## src/rtl/pipe_stall_ctrl.sv

```systemverilog
// Pipeline stall sequencer: merges ID/EX/MEM stall requests, runs the EX
// multi-cycle counter, drives flush and keeps a saturating stall-cycle count.
//   state   | meaning
//   IDLE    | no multi-cycle EX op in flight
//   EX_BUSY | multi-cycle op running, cnt = remaining stalled EX cycles
module pipe_stall_ctrl #(
  parameter int CNT_W  = 4,
  parameter int PERF_W = 16
) (
  input  logic              clk,
  input  logic              rst,
  input  logic              stallreq_id,
  input  logic              ex_mc_req,
  input  logic [CNT_W-1:0]  ex_mc_len,
  input  logic              mem_req,
  input  logic              mem_ack,
  input  logic              flush_req,
  output logic [5:0]        stall,
  output logic              flush,
  output logic              ex_mc_en,
  output logic              ex_mc_done,
  output logic              busy,
  output logic [PERF_W-1:0] stall_cycles
);

  typedef enum logic {IDLE, EX_BUSY} state_t;

  state_t              state_q, state_d;
  logic [CNT_W-1:0]    cnt_q, cnt_d;
  logic [PERF_W-1:0]   stall_cycles_q, stall_cycles_d;
  logic                mem_stall;
  logic                ex_stall;
  logic                done_raw;
  logic [5:0]          stall_raw;

  assign mem_stall = mem_req & ~mem_ack;

  always_comb begin
    state_d  = state_q;
    cnt_d    = cnt_q;
    ex_stall = 1'b0;
    done_raw = 1'b0;
    case (state_q)
      IDLE: begin
        if (ex_mc_req) begin
          if (ex_mc_len <= CNT_W'(1)) begin
            done_raw = 1'b1;
          end else begin
            ex_stall = 1'b1;
            cnt_d    = ex_mc_len - CNT_W'(2);
            state_d  = EX_BUSY;
          end
        end
      end
      EX_BUSY: begin
        if (!ex_mc_req) begin
          state_d = IDLE;
          cnt_d   = '0;
        end else if (cnt_q != '0) begin
          ex_stall = 1'b1;
          cnt_d    = cnt_q - CNT_W'(1);
        end else begin
          done_raw = 1'b1;
          state_d  = IDLE;
        end
      end
    endcase
    // A memory wait freezes the EX unit; a flush overrides everything.
    if (mem_stall) begin
      state_d  = state_q;
      cnt_d    = cnt_q;
      done_raw = 1'b0;
    end
    if (flush_req) begin
      state_d  = IDLE;
      cnt_d    = '0;
      done_raw = 1'b0;
    end
  end

  always_comb begin
    stall_raw = 6'b000000;
    if (flush_req)        stall_raw = 6'b000000;
    else if (mem_stall)   stall_raw = 6'b011111;
    else if (ex_stall)    stall_raw = 6'b001111;
    else if (stallreq_id) stall_raw = 6'b000111;
  end

  always_comb begin
    stall_cycles_d = stall_cycles_q;
    if (stall_raw[0] && (stall_cycles_q != '1)) begin
      stall_cycles_d = stall_cycles_q + PERF_W'(1);
    end
  end

  always_ff @(posedge clk or posedge rst) begin
    if (rst) begin
      state_q        <= IDLE;
      cnt_q          <= '0;
      stall_cycles_q <= '0;
    end else begin
      state_q        <= state_d;
      cnt_q          <= cnt_d;
      stall_cycles_q <= stall_cycles_d;
    end
  end

  // Outputs are held low for the whole reset pulse, not just after the edge.
  assign stall        = rst ? 6'b000000 : stall_raw;
  assign flush        = flush_req & ~rst;
  assign ex_mc_en     = ~rst & ~mem_stall & (ex_mc_req | (state_q == EX_BUSY));
  assign ex_mc_done   = done_raw & ~rst;
  assign busy         = (state_q == EX_BUSY) & ~rst;
  assign stall_cycles = stall_cycles_q;

endmodule
```

## config.mk

```make
export PLATFORM = sky130hd
export DESIGN_NAME = pipe_stall_ctrl
export DESIGN_NICKNAME = d
export VERILOG_FILES = /design/src/rtl/pipe_stall_ctrl.sv
export SDC_FILE = /design/constraint.sdc
export NUM_CORES = 1
export LEC_CHECK = 0
export BUFFER_PORTS_ARGS = -buffer_cell sky130_fd_sc_hd__buf_2
export CORE_ASPECT_RATIO = 0.7
export CORE_UTILIZATION = 40
export CTS_BUF_LIST = sky130_fd_sc_hd__clkbuf_4
export CTS_CLUSTER_SIZE = 14
export DETAILED_ROUTE_END_ITERATION = 10
export SYNTH_ARGS = -nofsm -noshare
export SYNTH_HDL_FRONTEND = slang
export SYNTH_SLANG_ARGS = --single-unit
```

## constraint.sdc

```tcl
create_clock -name clk -period 2.4 [get_ports clk]
set_input_delay 0.24 -clock clk [delete_from_list [all_inputs] [get_ports clk]]
set_output_delay 0.24 -clock clk [all_outputs]
set_load 0.01 [all_outputs]
```

# Yosys cells after proc, flatten, opt, wreduce, memory -nomap -nowiden

Index checks and enable logic that the tools add are counted.
Widths: inputs -> output; s select.

Word-level logic and storage cells: 52
Input bits: 11
Bits in registers: 21
Output and inout port bits: 26

Equal/unequal tests: 5
Reduce and logical (&&, ||, !) cells: 3
Mux-type cells: 26
Add/subtract/negate cells: 3
$lt $le $gt $ge: 1
Bitwise logic cells: 11

Operator list:

| cell                  | number |
|---|---|
| $mux 4                | 7 |
| $add 16x1->16 const B | 1 |
| $ne 16x16->1 const B  | 1 |
| $mux 1                | 12 |
| $mux 5                | 2 |
| $pmux 4 s2            | 1 |
| $and 1x1->1           | 6 |
| $mux 6                | 1 |
| $ne 3x3->1 const B    | 2 |
| $le 4x1->1 const B    | 1 |
| $ne 4x3->1 const B    | 1 |
| $not 1->1             | 4 |
| $pmux 1 s2            | 2 |
| $reduce_and 4->1      | 1 |
| $reduce_bool 4->1     | 1 |
| $sub 4x1->4 const B   | 1 |
| $sub 4x2->4 const B   | 1 |
| $mux 3                | 1 |
| $ne 2x2->1 const B    | 1 |
| $logic_and 1x1->1     | 1 |
| $or 1x1->1            | 1 |

# Logic depth before layout (Yosys ltp)

Gate-level depths: netlist (run 1).

Depth after elaboration: 8
Gate-level depth with buffers: 8
Mapped depth without buffers: 7

# Worst setup path before layout (run 1)

OpenSTA, ideal clock, no wires.

Path type: register to register
Start point: register cnt_q[0]
End point: register stall_cycles_q[15] (netlist: stall_cycles[15])
Period minus slack after synthesis: 2.083 ns
Path buffers: 0
Data required time: 2.275 ns
Slack: 0.317 ns
Cell stages (with the launch flop): 8
Data arrival time: 1.959 ns
Library setup time: 0.125 ns
Path through: dfrtp_1 -> inv_1 -> ha_1 -> or4bb_1 -> a311oi_4 -> nor2_1 -> nand4_1 -> mux2_2

Word-level cells in the longest chain between the ends: 8

Ends and longest elaborated chain:

| item                     | RTL line | RTL |
|---|---|---|
| start: declaration       | 29       | `logic [CNT_W-1:0] cnt_q, cnt_d;` |
| start signal: assignment | 103      | `cnt_q <= cnt_d;` |
| $reduce_bool 4->1        | 59       | `end else if (cnt_q != '0) begin` |
| $mux 1                   | 59       |  |
| $mux 1                   | 56       | `if (!ex_mc_req) begin` |
| $pmux 1 s2               | 43       | `case (state_q)` |
| $mux 4                   | 85       | `else if (ex_stall) stall_raw = 6'b001111;` |
| $mux 5                   | 84       | `else if (mem_stall) stall_raw = 6'b011111;` |
| $mux 5                   | 83       | `if (flush_req) stall_raw = 6'b000000;` |
| $logic_and 1x1->1        | 91       | `if (stall_raw[0] && (stall_cycles_q != '1)) begin` |
| end signal: assignment   | 104      | `stall_cycles_q <= stall_cycles_d;` |
| end: declaration         | 30       | `logic [PERF_W-1:0] stall_cycles_q, stall_cycles_d;` |

No other way between the ends.
A chain may end at the register's enable or synchronous reset.

# Worst setup path after layout (run 1)

Same ends and word-level chain as after synthesis.

==> metrics.txt, run 1 <==
status complete, no violations; Placeable Area 2863 µm²; max_slew headroom 48.70%; clock sinks 21; Worst R2R Start cnt_q[0]; Die ar. 3317 µm²; R2R depth 8; All-Layer GR Usage 17.50%; PwrDens 639.0 nW/µm²; Top Ports 37; Worst EP required 2.59 ns; GPL Wtd Cong 0.7576; MaxCap Viol Count 0; WL per Instance 12.63 µm; Die W 68.41 µm; Routed Wire Length 2462 µm; ant diodes 0; antenna violations before repair 0; Reg power frac 48.9%; CTS Root Buffer Type clkbuf_4; hold buffers post-CTS 0; final setup TNS 0 ns; dpl ws -0.03300 ns; Avg Cell Area, Syn 10.47 µm²; row count 16; layout cells sized above 1 36.48%; number of buffers added on ports 35; internal power 635.2 µW; vias per inst 5.005; Clock power frac 17.2%; Worst Setup Start Kind register; CP Cell Sequence inv_1, ha_1, or4bb_4, a311oi_4, buf_4, nor2_1, nand4_1, mux2_2; crit path DAT 2.41 ns; H-Tree Depth 1; Mapped Nets 133; Longest Clk Path Bufs 2; DRC 0; via count 976; setup slack, reg-to-reg 0.18 ns; Final Hold Fails 0; CP endpoint stall_cycles[15]; RSZ-0062 raised after global routing no; Max Clock Freq 451.2 MHz; Worst VDD drop 241.6 µV; Final min period 2.216 ns; Seq/Total Area, Yosys 42.55%; DRT Pass-1 Iters 2; Synth-to-Final Area Change 22.19%; largest net degree at the start of global routing 22; Die Y 48.49 µm; CTS Buf Count 3; Setup crit end kind register; first-pass GRT wire length 4367 µm; Least-Margin Pin Slew 0.7687 ns; CTS tree done; CP Launch Point cnt_q[0]; setup slack after layout 0.1838 ns; Switching Power 329.0 µW; detailed placement HPWL 1923 µm; WS Path Type reg -> reg; clock-pin slew of the registers on the worst-case setup and hold paths 0.11 ns; Distinct cells, synth 33; worst-path maximum fanout 4; Slew Limit Fails 0; hold crit path type in -> async; grt total ovfl 0; layout net count 175; number of synthesized register bits 21; CP max-delay cell or4bb_4; PnR Total Power 964.3 µW; switching share of total power 34.12%; final setup vio count 0; starting density of the core 43.14%; number of global-route vias before repair 978; CP peak stage delay 0.50 ns; YS warnings 0; combinational share of power 33.9%; Leakage 0.0007478 µW; clock latency on the worst-skew pair 0.30 ns; Tcrit/Tclk final 92.34%; DRT antenna net count 0; 1st-iter DRT viols 38; RR Endpoint stall_cycles[15]; Syn Inst Count 118; Cell Area, Synth 1235 µm²; Setup Skew 0.002266 ns
## critical path, delay by kind of cell (launching register included)
family	cells	cell delay, ns
AOI/OAI and AO/OA	1	0.32
adders and majority gates	1	0.13
buffers and inverters	2	0.27
DFF	1	0.40
muxes	1	0.33
and+or+nand+nor	3	0.65
## state kept, by name, summed over array words and instances (netlist names)
register	flops
stall_cycles	16
cnt_q	4
state_q	1
## synth_stat cells
cell type / count / area (µm²)
dfrtp_1: 21 / 525.5
xnor2_1: 16 / 140.1
inv_1: 7 / 26.28
nor2_1: 7 / 26.28
nand2_1: 5 / 18.77
nand3_1: 5 / 25.02
nor3_1: 5 / 25.02
a22o_1: 4 / 35.03
and4_1: 4 / 35.03
ha_1: 4 / 50.05
nand4_1: 4 / 25.02
o22ai_1: 4 / 25.02
and3_1: 3 / 18.77
buf_4: 3 / 22.52
nor2b_1: 3 / 18.77
a21oi_1: 2 / 10.01
buf_6: 2 / 22.52
mux2_2: 2 / 22.52
nand2b_1: 2 / 12.51
nand3_2: 2 / 20.02
a211oi_2: 1 / 12.51
a21boi_0: 1 / 7.510
a311oi_4: 1 / 26.28
and2_1: 1 / 6.260
and4_2: 1 / 10.01
buf_2: 1 / 5.000
conb_1: 1 / 3.750
nand4_2: 1 / 12.51
nand4b_1: 1 / 8.760
nor4_1: 1 / 6.260
or4_4: 1 / 11.26
or4bb_1: 1 / 11.26
xor2_1: 1 / 8.760
## cell usage in the layout (no fill, tap or decap)
cell	count
dfrtp_1	21
nand4b_1	1
buf_2	35
ha_1	4
nand4_2	1
and3_1	3
a21boi_0	1
inv_1	7
nand3_1	5
a22o_1	4
nor3_1	4
nand2b_1	2
and2_1	1
or4_4	1
nor2b_1	3
or4bb_4	1
a311oi_4	1
nand2_1	5
clkbuf_4	3
nor2_1	7
nand3_2	2
clkinv_2	1
and4_1	4
xor2_1	1
buf_4	8
nand4_1	4
a21oi_1	2
mux2_2	2
xnor2_1	16
and4_2	1
nor4_1	1
conb_1	1
a211oi_4	1
nor3_2	1
o22ai_1	4
## power by group through the flow
stage          clock network [µW]  registers (µW)  logic (µW)
4_1_cts                       174             471         328
3_5_place_dp                    0             478         318
3_3_place_gp                    0             475         311
5_1_grt                       195             482         370
6_report                      166             472         327
2_1_floorplan                   0             504         160
## what timing repair did
item,CTS,global route
endpoints found under the setup margin,8,15
setup buffers,2,1
pin swaps,1,2
resized for setup,2,1
## cells by family after synthesis
logic type / synth area share, %
AO/OA/AOI/OAI: 9.422
XOR/XNOR: 12.06
adder cells (fa/ha/maj): 4.053
buffers and inverters: 6.180
flip-flops: 42.55
multiplexers: 1.824
other: 0.3037
AND/OR/NAND/NOR: 23.61
## through the flow
step | hold WS [ns] | cell area, µm² | util (%) | instances
CTS | 0.1425 | 1494 | 52.19 | 194
global placement | 0.4767 | 1443 | 50.39 | 188
global route | 0.1939 | 1509 | 52.71 | 195
finish | 0.1250 | 1509 | 52.71 | 195
detailed placement | 0.4800 | 1443 | 50.39 | 188
floorplan | 0.2165 | 1235 | - | 118
## layer usage
layer	share of wire [%]	track usage, %	wire [µm]
met1	53	26.13	1307
met2	42	25.16	1026
met3	4.8	6.368	118
met4	0.41	1.042	10
met5	0	0	0
## cell type report
class                   count  area (µm²)
multi-input cells          84       649.4
inverters                   7       26.28
flip-flops and latches     21       525.5
fillers                   294        1354
clock buffers               3       22.52
clock inverters             1       5.005
well taps                  36       45.04
repair buffers             43       235.2
## worst min-delay path by stage
stage | from | endpoint | slack (ns) | depth (start not counted)
floorplan | rst | cnt_q[0] | 0.22 | 1
global placement | rst | stall_cycles[15] | 0.48 | 2
detailed placement | rst | stall_cycles[12] | 0.48 | 2
CTS | rst | stall_cycles[0] | 0.14 | 2
global route | rst | stall_cycles[0] | 0.19 | 2
finish | rst | stall_cycles[9] | 0.13 | 2
(Power assumes the default switching activity.)
==> run 2: changes to the inputs <==
Settings changed: CORE_MARGIN from default to 4, HOLD_SLACK_MARGIN from default to 0.1, TNS_END_PERCENT from default to 20.
==> metrics.txt, run 2 (synthesized netlist as in run 1, its figures left out) <==
DRT antenna net count 0; Die Y 54.49 µm; combinational share of power 33.4%; CTS tree done; H-Tree Depth 1; CP max-delay cell or4_4; RSZ-0062 raised after global routing no; setup slack, reg-to-reg 0.12 ns; Tcrit/Tclk final 95.85%; crit path DAT 2.06 ns; R2R depth 6; via count 965; number of buffers added on ports 35; grt total ovfl 0; Least-Margin Pin Slew 0.7796 ns; worst-path maximum fanout 7; PwrDens 650.0 nW/µm²; Final min period 2.301 ns; max_slew headroom 47.97%; Longest Clk Path Bufs 2; most common cell after layout, fill and taps aside buf_2; WL per Instance 13.23 µm; Routed Wire Length 2567 µm; Clock power frac 18.8%; final setup vio count 0; CP peak stage delay 0.60 ns; switching share of total power 33.63%; number of fill cells 276; Leakage 0.0007430 µW; placed cells 187; Placeable Area 2883 µm²; Die W 74.41 µm; first-pass GRT wire length 4429 µm; WS Path Type reg -> out; Max Clock Freq 434.7 MHz; All-Layer GR Usage 14.65%; 1st-iter DRT viols 38; detailed placement HPWL 2026 µm; Slew Limit Fails 0; antenna violations before repair 0; Synth-to-Final Area Change 21.78%; row count 16; Top Family by Delay on Critical Path simple AND/OR/NAND/NOR gates; CP Cell Sequence or4_4, a311oi_4, nor3_2, buf_2; commonest non-fill, non-tap cells in the layout buf_2, dfrtp_1, xnor2_1, nor2_1, buf_4; hold buffers post-CTS 0; number of flip-flops in the largest register 16; Reg power frac 47.8%; CTS Root Buffer Type clkbuf_4; ant diodes 0; Worst R2R Start state_q; Final Hold Fails 0; CP endpoint stall[2]; starting density of the core 42.84%; Setup Skew 0.01077 ns; GPL Wtd Cong 0.7447; layout net count 174; layout cells sized above 1 36.71%; status complete, no violations; Switching Power 328.8 µW; hold crit path type in -> async; RR Endpoint stall_cycles[15]; CTS Buf Count 3; DRT Pass-1 Iters 4; Worst EP required 2.16 ns; Final Non-Filler Cells 194; MaxCap Viol Count 0; internal power 648.7 µW; worst hold slack 0.1171 ns; DRC 0; buffers and inverters on the worst path 1; largest net degree at the start of global routing 22; Crit path depth 4; vias per inst 4.974; clock latency on the worst-skew pair 0.31 ns; Die ar. 4055 µm²; Worst Setup Start Kind register; number of global-route vias before repair 947; clock-pin slew of the registers on the worst-case setup and hold paths 0.12 ns; CP Launch Point state_q; Final Util 52.17%; Setup crit end kind output pin; clock sinks 21; Worst VDD drop 342.4 µV; Top Ports 37
==> run 2: cell type report <==
cell class / count / area (µm²) / area share [%]
flip-flops and latches: 21 / 525.5 / 34.94
clock buffers: 4 / 30.03 / 1.997
multi-input cells: 84 / 649.4 / 43.18
well taps: 36 / 45.04 / 2.995
inverters: 7 / 26.28 / 1.747
repair buffers: 42 / 227.7 / 15.14
==> run 2: worst min path at each step <==
stage | endpoint | slack, ns | startpoint | cells after the start
2_1_floorplan | cnt_q[0] | 0.22 | rst | 1
3_3_place_gp | stall_cycles[13] | 0.47 | stall_cycles[13] | 1
3_5_place_dp | stall_cycles[14] | 0.49 | rst | 2
4_1_cts | stall_cycles[14] | 0.14 | rst | 2
5_1_grt | stall_cycles[14] | 0.20 | rst | 2
6_report | stall_cycles[14] | 0.12 | rst | 2
==> run 2: repair_timing <==
action                     in CTS  in global routing
gates resized for setup         2                  2
setup buffers                   3                  0
pin swaps                       1                  2
hold endpoints to repair        0                  0
setup endpoints to repair       6                 18
==> run 2: power by group through the flow <==
| stage | logic, µW | clock network (µW) | registers (µW) |
|---|---|---|---|
| after global placement | 313 | 0 | 473 |
| after CTS | 334 | 194 | 468 |
| after detailed placement | 323 | 0 | 476 |
| final | 326 | 184 | 467 |
| after global routing | 371 | 206 | 481 |
| after floorplan | 160 | 0 | 504 |
==> run 2: worst reg2reg max path: cells and delay by family (launching register included) <==
kind	cells	cell delay, ns
buf+inv	1	0.18
compound gates	1	0.44
simple gates	3	0.74
mux	1	0.33
flops	1	0.48
==> run 2: layer usage <==
layer	share of wire, %	GRT usage, %	vias up
li1	-	-	498
met1	46	18.63	452
met2	49	24.64	13
met3	3.2	3.853	2
met4	1.1	4.438	0
met5	0	0	-
==> run 2: per-stage QoR <==
step | worst slack (ns) | setup TNS [ns] | total power (µW) | cell area, µm²
2_1_floorplan | 0.3166 | 0 | 663.1 | 1235
3_3_place_gp | 0.04270 | 0 | 786.9 | 1435
3_5_place_dp | -0.01518 | -0.03340 | 798.9 | 1435
4_1_cts | 0.003417 | 0 | 995.9 | 1496
5_1_grt | 0.001199 | 0 | 1059 | 1504
6_report | 0.09949 | 0 | 977.5 | 1504
